## src/rtl/uart_pkg.sv

```systemverilog
// Shared UART definitions used by the feeder, transmitter and receiver.
package uart_pkg;

  localparam int UART_DATA_W = 8;

  typedef enum logic [1:0] {
    IDLE      = 2'd0,
    SEND      = 2'd1,
    WAIT_DONE = 2'd2
  } feeder_state_t;

endpackage

```

## src/rtl/sync_fifo.sv

```systemverilog
// Single-clock FIFO with combinational head read (no read-ahead register); one cycle push-to-visible.
// Pushes while full and pops while empty are ignored; full/empty come from the registered count.
module sync_fifo #(
  parameter int DATA_W = 8,
  parameter int DEPTH  = 16,
  localparam int ADDR_W = $clog2(DEPTH),
  localparam int CNT_W  = ADDR_W + 1
) (
  input  logic              clk,
  input  logic              rst,
  input  logic              push,
  input  logic [DATA_W-1:0] push_data,
  input  logic              pop,
  output logic [DATA_W-1:0] pop_data,
  output logic [CNT_W-1:0]  count,
  output logic              full,
  output logic              empty
);

  logic [DATA_W-1:0] mem [DEPTH];
  logic [ADDR_W-1:0] wr_ptr;
  logic [ADDR_W-1:0] rd_ptr;
  logic              push_ok;
  logic              pop_ok;

  assign full     = (count == CNT_W'(DEPTH));
  assign empty    = (count == '0);
  assign push_ok  = push && !full;
  assign pop_ok   = pop && !empty;
  assign pop_data = mem[rd_ptr];

  // Storage carries no reset; only pointers and count define validity.
  always_ff @(posedge clk) begin
    if (push_ok) begin
      mem[wr_ptr] <= push_data;
    end
  end

  always_ff @(posedge clk) begin
    if (rst) begin
      wr_ptr <= '0;
      rd_ptr <= '0;
      count  <= '0;
    end else begin
      if (push_ok) begin
        wr_ptr <= wr_ptr + ADDR_W'(1);
      end
      if (pop_ok) begin
        rd_ptr <= rd_ptr + ADDR_W'(1);
      end
      case ({push_ok, pop_ok})
        2'b10:   count <= count + CNT_W'(1);
        2'b01:   count <= count - CNT_W'(1);
        default: count <= count;
      endcase
    end
  end

endmodule

```

## src/rtl/uart_tx_feeder.sv

```systemverilog
// Buffers system bytes and launches them one at a time into the UART transmitter; start rises two edges after a push into an idle empty feeder.
// Pops only from IDLE with tx_busy low; a full FIFO drops pushes and sets overflow; a watchdog aborts a frame that never completes.
module uart_tx_feeder
  import uart_pkg::*;
#(
  parameter int DATA_W  = UART_DATA_W,
  parameter int DEPTH   = 16,
  parameter int TIMEOUT = 65535,
  localparam int ADDR_W = $clog2(DEPTH)
) (
  input  logic              clk1,
  input  logic              rst,
  input  logic              wr_en,
  input  logic [DATA_W-1:0] wr_data,
  output logic              full,
  output logic              empty,
  output logic [ADDR_W:0]   count,
  input  logic              tx_busy,
  input  logic              tx_done,
  output logic              start,
  output logic [DATA_W-1:0] data_out,
  output logic              overflow,
  output logic              tx_err
);

  localparam int WD_W = (TIMEOUT > 1) ? $clog2(TIMEOUT) : 1;
  localparam logic [WD_W-1:0] WD_LAST = WD_W'(TIMEOUT - 1);

  feeder_state_t     state;
  logic [WD_W-1:0]   wd;
  logic              launch;
  logic [DATA_W-1:0] head;

  assign launch = (state == IDLE) && !empty && !tx_busy;

  sync_fifo #(
    .DATA_W (DATA_W),
    .DEPTH  (DEPTH)
  ) u_fifo (
    .clk       (clk1),
    .rst       (rst),
    .push      (wr_en),
    .push_data (wr_data),
    .pop       (launch),
    .pop_data  (head),
    .count     (count),
    .full      (full),
    .empty     (empty)
  );

  always_ff @(posedge clk1) begin
    if (rst) begin
      state    <= IDLE;
      start    <= 1'b0;
      data_out <= '0;
      wd       <= '0;
      overflow <= 1'b0;
      tx_err   <= 1'b0;
    end else begin
      // Full is sampled from the registered count, so a same-cycle pop never rescues the push.
      if (wr_en && full) begin
        overflow <= 1'b1;
      end
      start <= 1'b0;
      case (state)
        IDLE: begin
          if (launch) begin
            data_out <= head;
            start    <= 1'b1;
            state    <= SEND;
          end
        end
        SEND: begin
          wd    <= '0;
          state <= WAIT_DONE;
        end
        WAIT_DONE: begin
          if (tx_done) begin
            state <= IDLE;
          end else if (wd == WD_LAST) begin
            tx_err <= 1'b1;
            state  <= IDLE;
          end else begin
            wd <= wd + WD_W'(1);
          end
        end
        default: state <= IDLE;
      endcase
    end
  end

endmodule

```

## config.mk

```make
export PLATFORM = sky130hd
export DESIGN_NAME = uart_tx_feeder
export DESIGN_NICKNAME = d
export VERILOG_FILES = /design/src/rtl/uart_pkg.sv /design/src/rtl/sync_fifo.sv /design/src/rtl/uart_tx_feeder.sv
export SDC_FILE = /design/constraint.sdc
export NUM_CORES = 1
export LEC_CHECK = 0
export BUFFER_PORTS_ARGS = -buffer_cell sky130_fd_sc_hd__buf_2
export CORE_AREA = 2 2 160 162
export CTS_CLUSTER_SIZE = 30
export DETAILED_ROUTE_END_ITERATION = 7
export DIE_AREA = 0 0 162 164
export PLACE_DENSITY = 0.48
export SYNTH_ARGS = -nofsm -noshare
export SYNTH_HDL_FRONTEND = slang
export SYNTH_HIERARCHICAL = 1
export SYNTH_SLANG_ARGS = --single-unit
```

## constraint.sdc

```tcl
create_clock -name clk1 -period 5.71 [get_ports clk1]
set_input_delay 0.2855 -clock clk1 [delete_from_list [all_inputs] [get_ports clk1]]
set_output_delay 0.2855 -clock clk1 [all_outputs]
set_load 0.02 [all_outputs]
```

Word level (Yosys, flattened, before mapping). Memory sizes are Yosys's and may differ from the RTL's. A register that Yosys moved wholly into a read port is not among the register bits. Index checks and enable logic that the tools add are counted. W data, S select, Z words.

$add $sub $neg: 5. Multipliers: 0. Divide/modulo/power cells: 0. Order comparisons: 0. Eq/ne operators: 10. Shifts and indexed selects: 0. Multiplexer cells: 11. Bitwise gates (word level): 2. Reduce and logical (&&, ||, !) cells: 17.

Operators with widths (count): $mux W16 (2); $pmux W16 S2 (1); $add A16 B1 Y16 const B (1); $eq A16 B16 Y1 const B (1); $pmux W5 S2 (1); $add A4 B1 Y4 const B (2); $mux W2 (3); $pmux W2 S3 (1); $reduce_and A3 Y1 (2); $add A5 B1 Y5 const B (1); $eq A5 B5 Y1 const B (1); $logic_and A1 B1 Y1 (5); $logic_not A5 Y1 (1); $sub A5 B1 Y5 const B (1); $eq A2 B1 Y1 const B (2); $eq A2 B2 Y1 const B (2); $ne A2 B2 Y1 const B (2); $reduce_and A2 Y1 (2); $reduce_bool A2 Y1 (2); $logic_not A1 Y1 (3); $mux W1 (3); $ne A3 B3 Y1 const B (1); $logic_not A2 Y1 (1); $ne A2 B1 Y1 const B (1); 2 further kinds (3).

Register bits: 34. Latch bits: 0. Bits in writable memories: 128. ROM bits: 0. Input bits: 13. Output and inout bits: 18. Logic and storage cells: 54. Memories: 1.

Memory list: u_fifo.mem (words 16, bits a word 8, rd ports 1, clocked after memory_dff 1, wr ports 1, line sync_fifo.sv:20) `logic [DATA_W-1:0] mem [DEPTH];`.

Longest topological paths before layout. Gate-level depths: netlist of run 1.

Depth in word-level cells: 7. Gate-level depth with buffers: 15.

Modules after synthesis. Netlist of run 1, hierarchy kept.

Modules (own cells, without submodules): sync_fifo (instances 1, cells an instance 305, area each 5974.5 um^2, sequential area each 4184.0 um^2); uart_tx_feeder (instances 1, cells an instance 149, area each 1408.9 um^2, sequential area each 580.6 um^2).

Worst setup path before layout of run 1. OpenSTA, ideal clock, no wires.

Path type: register to register. Start point: register u_fifo.count[2]. End point: register u_fifo.count[2]. Arrival time: 3.420 ns. Required time: 5.639 ns. Path slack: 2.219 ns. Cell stages (with the launch flop): 16. Buffers on the path: 4. Cells stage by stage: dfxtp_1 > buf_2 > or4_1 > buf_2 > nor2_1 > nor4_1 > buf_2 > o21ai_4 > inv_1 > ha_1 > clkbuf_1 > xor2_1 > ha_1 > o21a_1 > or4_1 > a21oi_1.

Longest elaborated chain between the ends: 7.

Ends and longest elaborated chain: start, declared (line sync_fifo.sv:15) `output logic [CNT_W-1:0] count,`; start signal, assigned (line sync_fifo.sv:52) `2'b10: count <= count + CNT_W'(1);`; start signal, assigned (line sync_fifo.sv:53) `2'b01: count <= count - CNT_W'(1);`; start signal, assigned (line sync_fifo.sv:54) `default: count <= count;`; $logic_not A5 Y1 * (line sync_fifo.sv:27) `assign empty = (count == '0);`; via empty (line uart_tx_feeder.sv:16) `output logic empty,`; $logic_not A1 Y1 * (line uart_tx_feeder.sv:34) `assign launch = (state == IDLE) && !empty && !tx_busy;`; $logic_and A1 B1 Y1 * (2 in series) (line uart_tx_feeder.sv:34); via launch (line uart_tx_feeder.sv:31) `logic launch;`; $logic_and A1 B1 Y1 * (line sync_fifo.sv:29) `assign pop_ok = pop && !empty;`; via u_fifo.pop_ok (line sync_fifo.sv:24) `logic pop_ok;`; $eq A2 B1 Y1 / $eq A2 B2 Y1 (equally long branches) (line sync_fifo.sv:51) `case ({push_ok, pop_ok})`; $pmux W5 S2 / $reduce_bool A2 Y1 (equally long branches).

Mark *: on every way through the listed nets, which the timed path passes. The rest lies on a longest branch. A chain may end at the register's enable or synchronous reset.

Worst setup path in the final report of run 1.
Start point: register u_fifo.count[0]. End point: register u_fifo.count[2].

Longest elaborated chain between the ends: 7.

Ends and longest elaborated chain (line): $logic_not A5 Y1 * (sync_fifo.sv:27); $logic_not A1 Y1 * (sync_fifo.sv:29, uart_tx_feeder.sv:34); $logic_and A1 B1 Y1 (2 in series) (uart_tx_feeder.sv:34); $logic_and A1 B1 Y1 * (sync_fifo.sv:29); via u_fifo.pop_ok (sync_fifo.sv:24); $eq A2 B1 Y1 / $eq A2 B2 Y1 (equally long branches) (sync_fifo.sv:51); $pmux W5 S2 / $reduce_bool A2 Y1 (equally long branches).

Marks and branches as above.

==> impl_metrics.ini, run 1 <==
[synthesis]
seq_area_frac_synth_pct = 64.5
synth_top_family_by_area = multiplexers
ys_warn_count = 6
netlist-cell-type-count = 59
synth_fa_ha_area_share_pct = 1.69
synth-edff-count = 128
synth_area_um2 = 7380
async_flop_share_pct = 0
muxShareOfSynthArea_pct = 15.6
ys.flop_type = edfxtp_1
synth_area_per_cell_um2 = 16.3
synth-simple-area-share_pct = 9.46
synth_compound_area_share_pct = 5.32
ys_ff_latch = 174
synth_xor_area_share_pct = 0.949
synthesis.nets = 477
syn-instance-count = 454

[final_layout]
fin_util_pct = 34.0
nets = 506
final_layout_size_suffix_gt1_share_pct = 20.0
area_growth_pct = 14.1
final_common_cell = edfxtp_1
layout_common_cells = edfxtp_1 (128), dfxtp_1 (44), nor2_1 (41), buf_2 (30), mux4_1 (28)
antenna_cells = 0

[clock_network]
cts.sinks = 174
cts_buffer_depth = 2
numCtsBuffers = 17
cts_root_buffer = clkbuf_16
cts_setup_buffers = 0
htree_num_levels = 4
clk-insertion-delay-late_ns = 0.43
clk_pin_slew_ns = 0.07
holdBufCountCts = 0
post_cts_resized = 0
cts_tree = done

[hold_path]
hold_path_end = overflow
holdCritStartpoint = wr_en
hp-class = in -> reg
hold-path-cell-count = 3

[pwr]
p_leak_uw = 0.00276
switchingPower_uw = 944
power_switching_share_pct = 28.9
p_int_uw = 2320
p_per_area_nw_per_um2 = 387
power_frac_comb_pct = 18.1
pwr-share-seq_pct = 47.2
clock_power_share_pct = 34.7
peakVddDrop_v = 0.000174

[floorplan]
core_area_um2 = 24800
dieArea_um2 = 26600
dieHeight_um = 164
initial_core_util_pct = 29.7
pin_count = 31
die_x_um = 162
row_count = 58

[critical_path]
cp_cell_sequence = or4_1, nor2_1, nor4_2, o21ai_4, inv_1, ha_1, xor2_1, ha_1, o21a_1, or4_1, a21oi_1
worstSetupStartpointType = flop
required_ns = 6.06
r2r_end = u_fifo/count[2]
reg2regPathDepth = 11
r2r_slack_ns = 2.54
cp.arrival_ns = 3.52
cp_top_family = simple AND/OR/NAND/NOR gates
cp_num_buf_inv = 1
crit_type = reg -> reg
endpoint_kind = flop
slowest_stage = or4_1
max_stage_delay_ns = 0.72
rr_startpoint = u_fifo/count[0]
crit_fanout = 12

[global_routing]
antenna_found_initial = 0
grt_pass1_wl_mm = 23.1
grt-ovfl-total = 0
grt_pass1_vias = 4073
grtUsageTotal_pct = 11.5
grt_max_degree = 54

[routing]
drc = 0
viasPerCell = 4.89
drt_first_pass_iters = 4
ant_nets = 0
drt_iter0_drc = 384
wl_per_cell_um = 17.8
num_vias = 4043
wirelength_mm = 14.7

[placement]
place_congestion = 0.737
port-buffer-count = 30
dp_hpwl_mm = 9.80
post-place-ws_ns = 2.55

[sta]
relSlewSlack_pct = 28.3
tns_ns = 0
slew_violations = 0
post-route-period-util_pct = 55.5
hold_violations = 0
tightest_slew_ns = 1.07
fin_ws_ns = 2.54
setup_viol = 0
skew_ns = 0.0120
min_period_ns = 3.17
max_freq_ghz = 0.315
rsz0062_at_grt = no

[job]
drv_cap = 0

[run_status]
status = finished clean
==> cell families (layout without fill, tap and decap cells) <==
| logic type | count (synthesis) | after routing |
|---|---|---|
| simple gates | 121 | 121 |
| xor+xnor | 8 | 8 |
| compound gates | 52 | 52 |
| fa+ha+maj | 10 | 10 |
| mux | 54 | 54 |
| buf+inv | 35 | 77 |
| flops | 174 | 174 |
==> layer usage <==
layer / vias up / track usage, % / wire length, µm
met5: - / 0 / 0
met4: 0 / 3.30 / 108
met3: 8 / 2.68 / 437
met2: 61 / 19.0 / 7210
met1: 2094 / 15.1 / 6980
li1: 1880 / - / -
==> worst max path at each step <==
stage	endpoint	depth (start not counted)	slack, ns	from
final	u_fifo/count[2]	11	2.54	u_fifo/count[0]
after detailed placement	u_fifo/count[2]	11	2.55	u_fifo/count[2]
after global placement	u_fifo/count[2]	11	2.64	u_fifo/count[0]
after global routing	u_fifo/count[2]	11	2.27	u_fifo/count[2]
after floorplan	u_fifo/count[2]	15	2.22	u_fifo/count[2]
after CTS	u_fifo/count[2]	11	2.52	u_fifo/count[2]
==> final cells by class <==
| class | instances | area, µm² |
|---|---|---|
| Clock inverter | 15 | 153 |
| Timing Repair Buffer | 35 | 188 |
| Inverter | 10 | 38.8 |
| Sequential cell | 174 | 4770 |
| Clock buffer | 17 | 425 |
| Fill cell | 2414 | 16400 |
| Multi-Input combinational cell | 245 | 2440 |
| Tap cell | 330 | 413 |
==> worst reg2reg max path, cell delays in order, from the launching register on <==
cell and delay (ns):
dfxtp_1 0.37, or4_1 0.72, nor2_1 0.23, nor4_2 0.10, o21ai_4 0.11, inv_1 0.07, ha_1 0.33, xor2_1 0.20
ha_1 0.24, o21a_1 0.21, or4_1 0.39, a21oi_1 0.14
==> cells in the mapped netlist (3+ instances only) <==
master,number,area [µm²]
edfxtp_1,128,3840
dfxtp_1,46,921
nor2_1,41,154
mux4_1,28,736
a21oi_1,16,80.1
mux4_2,12,270
clkbuf_1,11,41.3
mux2i_1,11,110
nand2_1,11,41.3
ha_1,10,125
inv_1,9,33.8
nor3_1,9,45.0
o211ai_1,9,67.6
or3_1,7,43.8
or4_1,7,52.6
xor2_1,7,61.3
nand2b_1,6,37.5
nand3_1,5,25.0
and3_1,4,25.0
buf_1,4,15.0
buf_2,4,20.0
buf_6,4,45.0
nand4_1,4,25.0
nor2b_1,4,25.0
nor3b_1,4,30.0
o21a_1,4,30.0
mux2_2,3,33.8
nand3b_1,3,22.5
o311ai_0,3,26.3
o311ai_1,3,26.3
o31ai_1,3,22.5
==> flip-flops by register name, indices dropped and copies added (netlist names), 2 cells and up, named ones only <==
name,count
data_out,8
state,2
u_fifo/count,5
u_fifo/mem,128
u_fifo/rd_ptr,4
u_fifo/wr_ptr,4
wd,16
==> power by group through the flow <==
stage               sequential (µW)  clock (µW)  combinational, µW
floorplan                      1530           0                461
global placement               1570           0                586
detailed placement             1570           0                597
CTS                            1550        1170                599
global route                   1560        1210                645
finish                         1540        1130                592
==> metrics by stage <==
stage                     hold WS, ns  total power [µW]  instances  instance area, µm²
final                           0.216              3260        826                8430
after global routing            0.242              3410        826                8430
after CTS                       0.198              3310        826                8430
after detailed placement        0.470              2170        794                7850
after global placement          0.458              2150        794                7850
after floorplan                 0.384              2000        454                7380
Note: power is estimated with default switching activity, not from simulation.
==> run 2, diff against run 1 <==
- clock period: 5.71 -> 3 ns (I/O delays scaled with it)
==> impl_metrics.ini, run 2 (same netlist as run 1, synthesis figures left out) <==
[global_routing]
grt_pass1_vias = 4080
grt_max_degree = 54
antenna_found_initial = 0
grt_pass1_wl_mm = 22.6
grtUsageTotal_pct = 11.3
grt-ovfl-total = 0

[clock_network]
holdBufCountCts = 0
cts_tree = done
cts_setup_buffers = 0
cts_root_buffer = clkbuf_16
numCtsBuffers = 17
htree_num_levels = 4
clk_pin_slew_ns = 0.07
cts_buffer_depth = 2
clk-insertion-delay-late_ns = 0.42
post_cts_resized = 0
cts.sinks = 174

[critical_path]
slowest_stage = or4_4
cp.arrival_ns = 3.05
max_stage_delay_ns = 0.63
r2r_end = u_fifo/count[2]
cp_cell_sequence = or4_4, nor2_4, nor4_4, o21ai_4, inv_1, ha_2, xor2_1, ha_2, o21a_1, or4_1, a21oi_1
endpoint_kind = flop
rr_startpoint = u_fifo/count[3]
r2r_slack_ns = 0.29
crit_fanout = 7
cp_num_buf_inv = 1
reg2regPathDepth = 11
cp_common_cell = ha_2
crit_type = reg -> reg
required_ns = 3.34
worstSetupStartpointType = flop
cp_top_family = simple AND/OR/NAND/NOR gates

[placement]
port-buffer-count = 30
dp_hpwl_mm = 9.75
place_congestion = 0.743

[final_layout]
regMostFlops = u_fifo/mem
seq_area_um2 = 4770
fin_util_pct = 34.3
largest_reg_flops = 128
antenna_cells = 0
final_layout_size_suffix_gt1_share_pct = 22.1
area_growth_pct = 15.3
layout_common_cells = edfxtp_1 (128), dfxtp_1 (41), nor2_1 (40), buf_2 (30), mux4_1 (28)
final_common_cell = edfxtp_1
nets = 512
largest_registers = u_fifo/mem x128, wd x16, data_out x8
fillers = 2423
multiInputGateArea_um2 = 2470

[pwr]
peakVddDrop_v = 0.000348
p_leak_uw = 0.00279
total_power_uw = 6230
p_per_area_nw_per_um2 = 732

[sta]
min_period_ns = 2.71
setup_viol = 0
relSlewSlack_pct = 37.3
tightest_slew_ns = 0.941
hold_violations = 0
max_freq_ghz = 0.369
post-route-period-util_pct = 90.4
skew_ns = 0.0113
rsz0062_at_grt = no
slew_violations = 0

[routing]
wl_per_cell_um = 17.1
drc = 0
wirelength_mm = 14.2
num_vias = 4029
drt_first_pass_iters = 4
drt_iter0_drc = 299
ant_nets = 0
viasPerCell = 4.84

[floorplan]
pin_count = 31
row_count = 58
die_x_um = 162
dieHeight_um = 164
dieArea_um2 = 26600
initial_core_util_pct = 29.7
core_area_um2 = 24800

[run_status]
status = finished clean

[hold_path]
holdCritStartpoint = wr_en
hold-path-cell-count = 3
hold_path_end = overflow
hp-class = in -> reg

[job]
drv_cap = 0
-- run 2: layer usage --
| layer | track usage, % | part of all wire [%] |
|---|---|---|
| met4 | 3.58 | 0.88 |
| met5 | 0 | 0 |
| met2 | 18.7 | 48 |
| met3 | 2.58 | 4.3 |
| met1 | 14.7 | 47 |
-- run 2: how the worst max path moves through the flow --
stage	cells after the start	slack, ns	startpoint	to
6_report	11	0.29	u_fifo/count[3]	u_fifo/count[2]
5_1_grt	11	0.13	u_fifo/count[0]	u_fifo/count[2]
4_1_cts	11	0.30	u_fifo/count[3]	u_fifo/count[2]
3_5_place_dp	11	0.33	u_fifo/count[3]	u_fifo/count[2]
3_3_place_gp	11	0.37	u_fifo/count[0]	u_fifo/count[2]
2_1_floorplan	15	-0.009	u_fifo/count[2]	u_fifo/count[2]
-- run 2: through the flow --
step | cells | setup TNS [ns] | cell area [µm²] | worst slack (ns) | hold WS, ns
floorplan | 454 | -0.00893 | 7450 | -0.00893 | 0.249
global placement | 800 | 0 | 7940 | 0.373 | 0.455
detailed placement | 800 | 0 | 7940 | 0.326 | 0.454
CTS | 832 | 0 | 8510 | 0.298 | 0.0436
global route | 832 | 0 | 8510 | 0.130 | 0.0777
finish | 832 | 0 | 8510 | 0.289 | 0.0713
-- run 2: worst min-delay path, delay by kind of cell --
family | cells | cell delay, ns
buffers and inverters | 1 | 0.16
AO/OA/AOI/OAI | 1 | 0.08
AND/OR/NAND/NOR | 1 | 0.07
-- run 2: report_power, final --
part | leakage, µW | switching (µW) | internal (µW) | total, µW
registers | 0.00153 | 148 | 2730 | 2870
clock network | 0.000274 | 988 | 1100 | 2090
logic | 0.000983 | 692 | 575 | 1270
total | 0.00279 | 1830 | 4400 | 6230
-- run 2: layout make-up --
| class | instances | area share [%] |
|---|---|---|
| Multi-Input combinational cell | 245 | 29.0 |
| Tap cell | 330 | 4.85 |
| Timing Repair Buffer | 41 | 2.88 |
| Inverter | 10 | 0.456 |
| Clock buffer | 17 | 5.00 |
| Clock inverter | 15 | 1.72 |
| Sequential cell | 174 | 56.1 |
==> run 3, diff against run 2 <==
- CORE_AREA: 2 2 160 162 -> 2 2 225 116
- DIE_AREA: 0 0 162 164 -> 0 0 227 118
==> impl_metrics.ini, run 3 (same netlist as run 1, synthesis figures left out) <==
[global_routing]
grt_pass1_wl_mm = 25.3
grt-ovfl-total = 0
grtUsageTotal_pct = 13.3
grt_pass1_vias = 4094
grt_max_degree = 33
antenna_found_initial = 0

[floorplan]
initial_core_util_pct = 29.7
pin_count = 31
row_count = 41
dieHeight_um = 118
core_area_um2 = 24800
dieArea_um2 = 26800
die_x_um = 227

[sta]
tightest_slew_ns = 1.19
hold_violations = 0
min_period_ns = 2.85
slew_violations = 0
relSlewSlack_pct = 20.2
fin_ws_ns = 0.145
post-route-period-util_pct = 95.2
skew_ns = 0.0117
max_freq_ghz = 0.350
whs_ns = 0.0947
rsz0062_at_grt = no
setup_viol = 0

[final_layout]
largest_reg_flops = 128
fin_util_pct = 34.7
antenna_cells = 0
nets = 524
final_layout_size_suffix_gt1_share_pct = 23.5
regMostFlops = u_fifo/mem
final_common_cell = edfxtp_1
largest_registers = u_fifo/mem x128, wd x16, data_out x8
area_growth_pct = 16.7
layout_common_cells = edfxtp_1 (128), dfxtp_1 (41), nor2_1 (40), buf_2 (30), mux4_1 (28)
fillers = 2358

[pwr]
power_frac_comb_pct = 21.4
pwr-share-seq_pct = 44.9
p_leak_uw = 0.00285
p_int_uw = 4550
total_power_uw = 6330
clock_power_share_pct = 33.6
p_per_area_nw_per_um2 = 735
peakVddDrop_v = 0.000369
power_switching_share_pct = 28.1
switchingPower_uw = 1780

[job]
drv_cap = 0

[routing]
drt_iter0_drc = 343
wl_per_cell_um = 19.6
drc = 0
dr_wl_met2_mm = 6.91
route.met3.wl_mm = 1.09
ant_nets = 0
drt-met1-wl_mm = 8.55
num_vias = 4257
viasPerCell = 4.96
top_layer = met4
drt_first_pass_iters = 4
wirelength_mm = 16.8

[placement]
place_congestion = 0.750
port-buffer-count = 30
post-place-ws_ns = 0.179
dp_hpwl_mm = 11.2

[critical_path]
cp.arrival_ns = 3.21
cp.depth = 11
startpoint = u_fifo/count[0]
cp_cell_sequence = or4_4, nor2_4, nor4_4, o21ai_4, inv_1, ha_2, xor2_2, ha_2, o21a_1, or4_1, a21oi_1
cp_top_family = simple AND/OR/NAND/NOR gates
r2r_end = u_fifo/count[2]
required_ns = 3.35
max_stage_delay_ns = 0.61
r2r_slack_ns = 0.15
cp_common_cell = ha_2
crit_end = u_fifo/count[2]
endpoint_kind = flop
crit_fanout = 12
cp_num_buf_inv = 1
rr_startpoint = u_fifo/count[0]
crit_type = reg -> reg
reg2regPathDepth = 11
slowest_stage = or4_4
worstSetupStartpointType = flop

[hold_path]
holdCritStartpoint = wr_en
hp-class = in -> reg

[clock_network]
clk-insertion-delay-late_ns = 0.43
cts_tree = done
cts_buffer_depth = 2
numCtsBuffers = 17
cts_root_buffer = clkbuf_16
cts_setup_buffers = 0
cts.sinks = 174
htree_num_levels = 4
clk_pin_slew_ns = 0.07

[run_status]
status = finished clean
==> run 3: how the worst min path moves through the flow <==
stage	to	slack (ns)	cells past startpoint
CTS	overflow	0.08	3
floorplan	u_fifo/mem[0][0]	0.25	0
finish	overflow	0.09	3
global placement	tx_err	0.45	2
detailed placement	overflow	0.46	2
global route	u_fifo/mem[0][6]	0.10	1
==> run 3: power by group through the flow <==
stage	combinational, µW	clock, µW	sequential, µW
after floorplan	969	0	2930
after global placement	1340	0	2890
after detailed placement	1360	0	2890
after CTS	1370	2190	2840
after global routing	1460	2280	2870
final	1360	2130	2840
==> run 3: routing by layer <==
layer,vias to the layer above,GRT usage (%)
met3,17,3.79
met2,132,17.6
met1,2185,20.2
met4,0,4.78
li1,1923,-
met5,-,0
==> run 3: stage by stage <==
stage | cells | area [µm²] | TNS (ns)
after floorplan | 454 | 7450 | -0.00893
after global placement | 826 | 8050 | 0
after detailed placement | 826 | 8050 | 0
after CTS | 858 | 8610 | 0
after global routing | 858 | 8620 | 0
final | 858 | 8620 | 0
==> run 3: area by class of cell <==
type,instances,area [µm²],share of cell area [%]
Sequential cell,174,4770,55.4
Multi-Input combinational cell,245,2470,28.7
Clock buffer,20,447,5.18
Tap cell,344,430,4.99
Timing Repair Buffer,53,335,3.89
Clock inverter,12,120,1.39
Inverter,10,38.8,0.450
==> run 3: worst reg2reg max path, cell delays in order, from the launching register on <==
cell and delay, ns:
dfxtp_2 0.36, or4_4 0.61, nor2_4 0.18, nor4_4 0.06, o21ai_4 0.12, inv_1 0.08
ha_2 0.28, xor2_2 0.18, ha_2 0.20, o21a_1 0.18, or4_1 0.41, a21oi_1 0.13
==> run 3: repair_timing <==
item	4_1_cts	5_1_grt
endpoints found under the setup margin	0	1
hold buffers	0	0
resized for setup	0	1
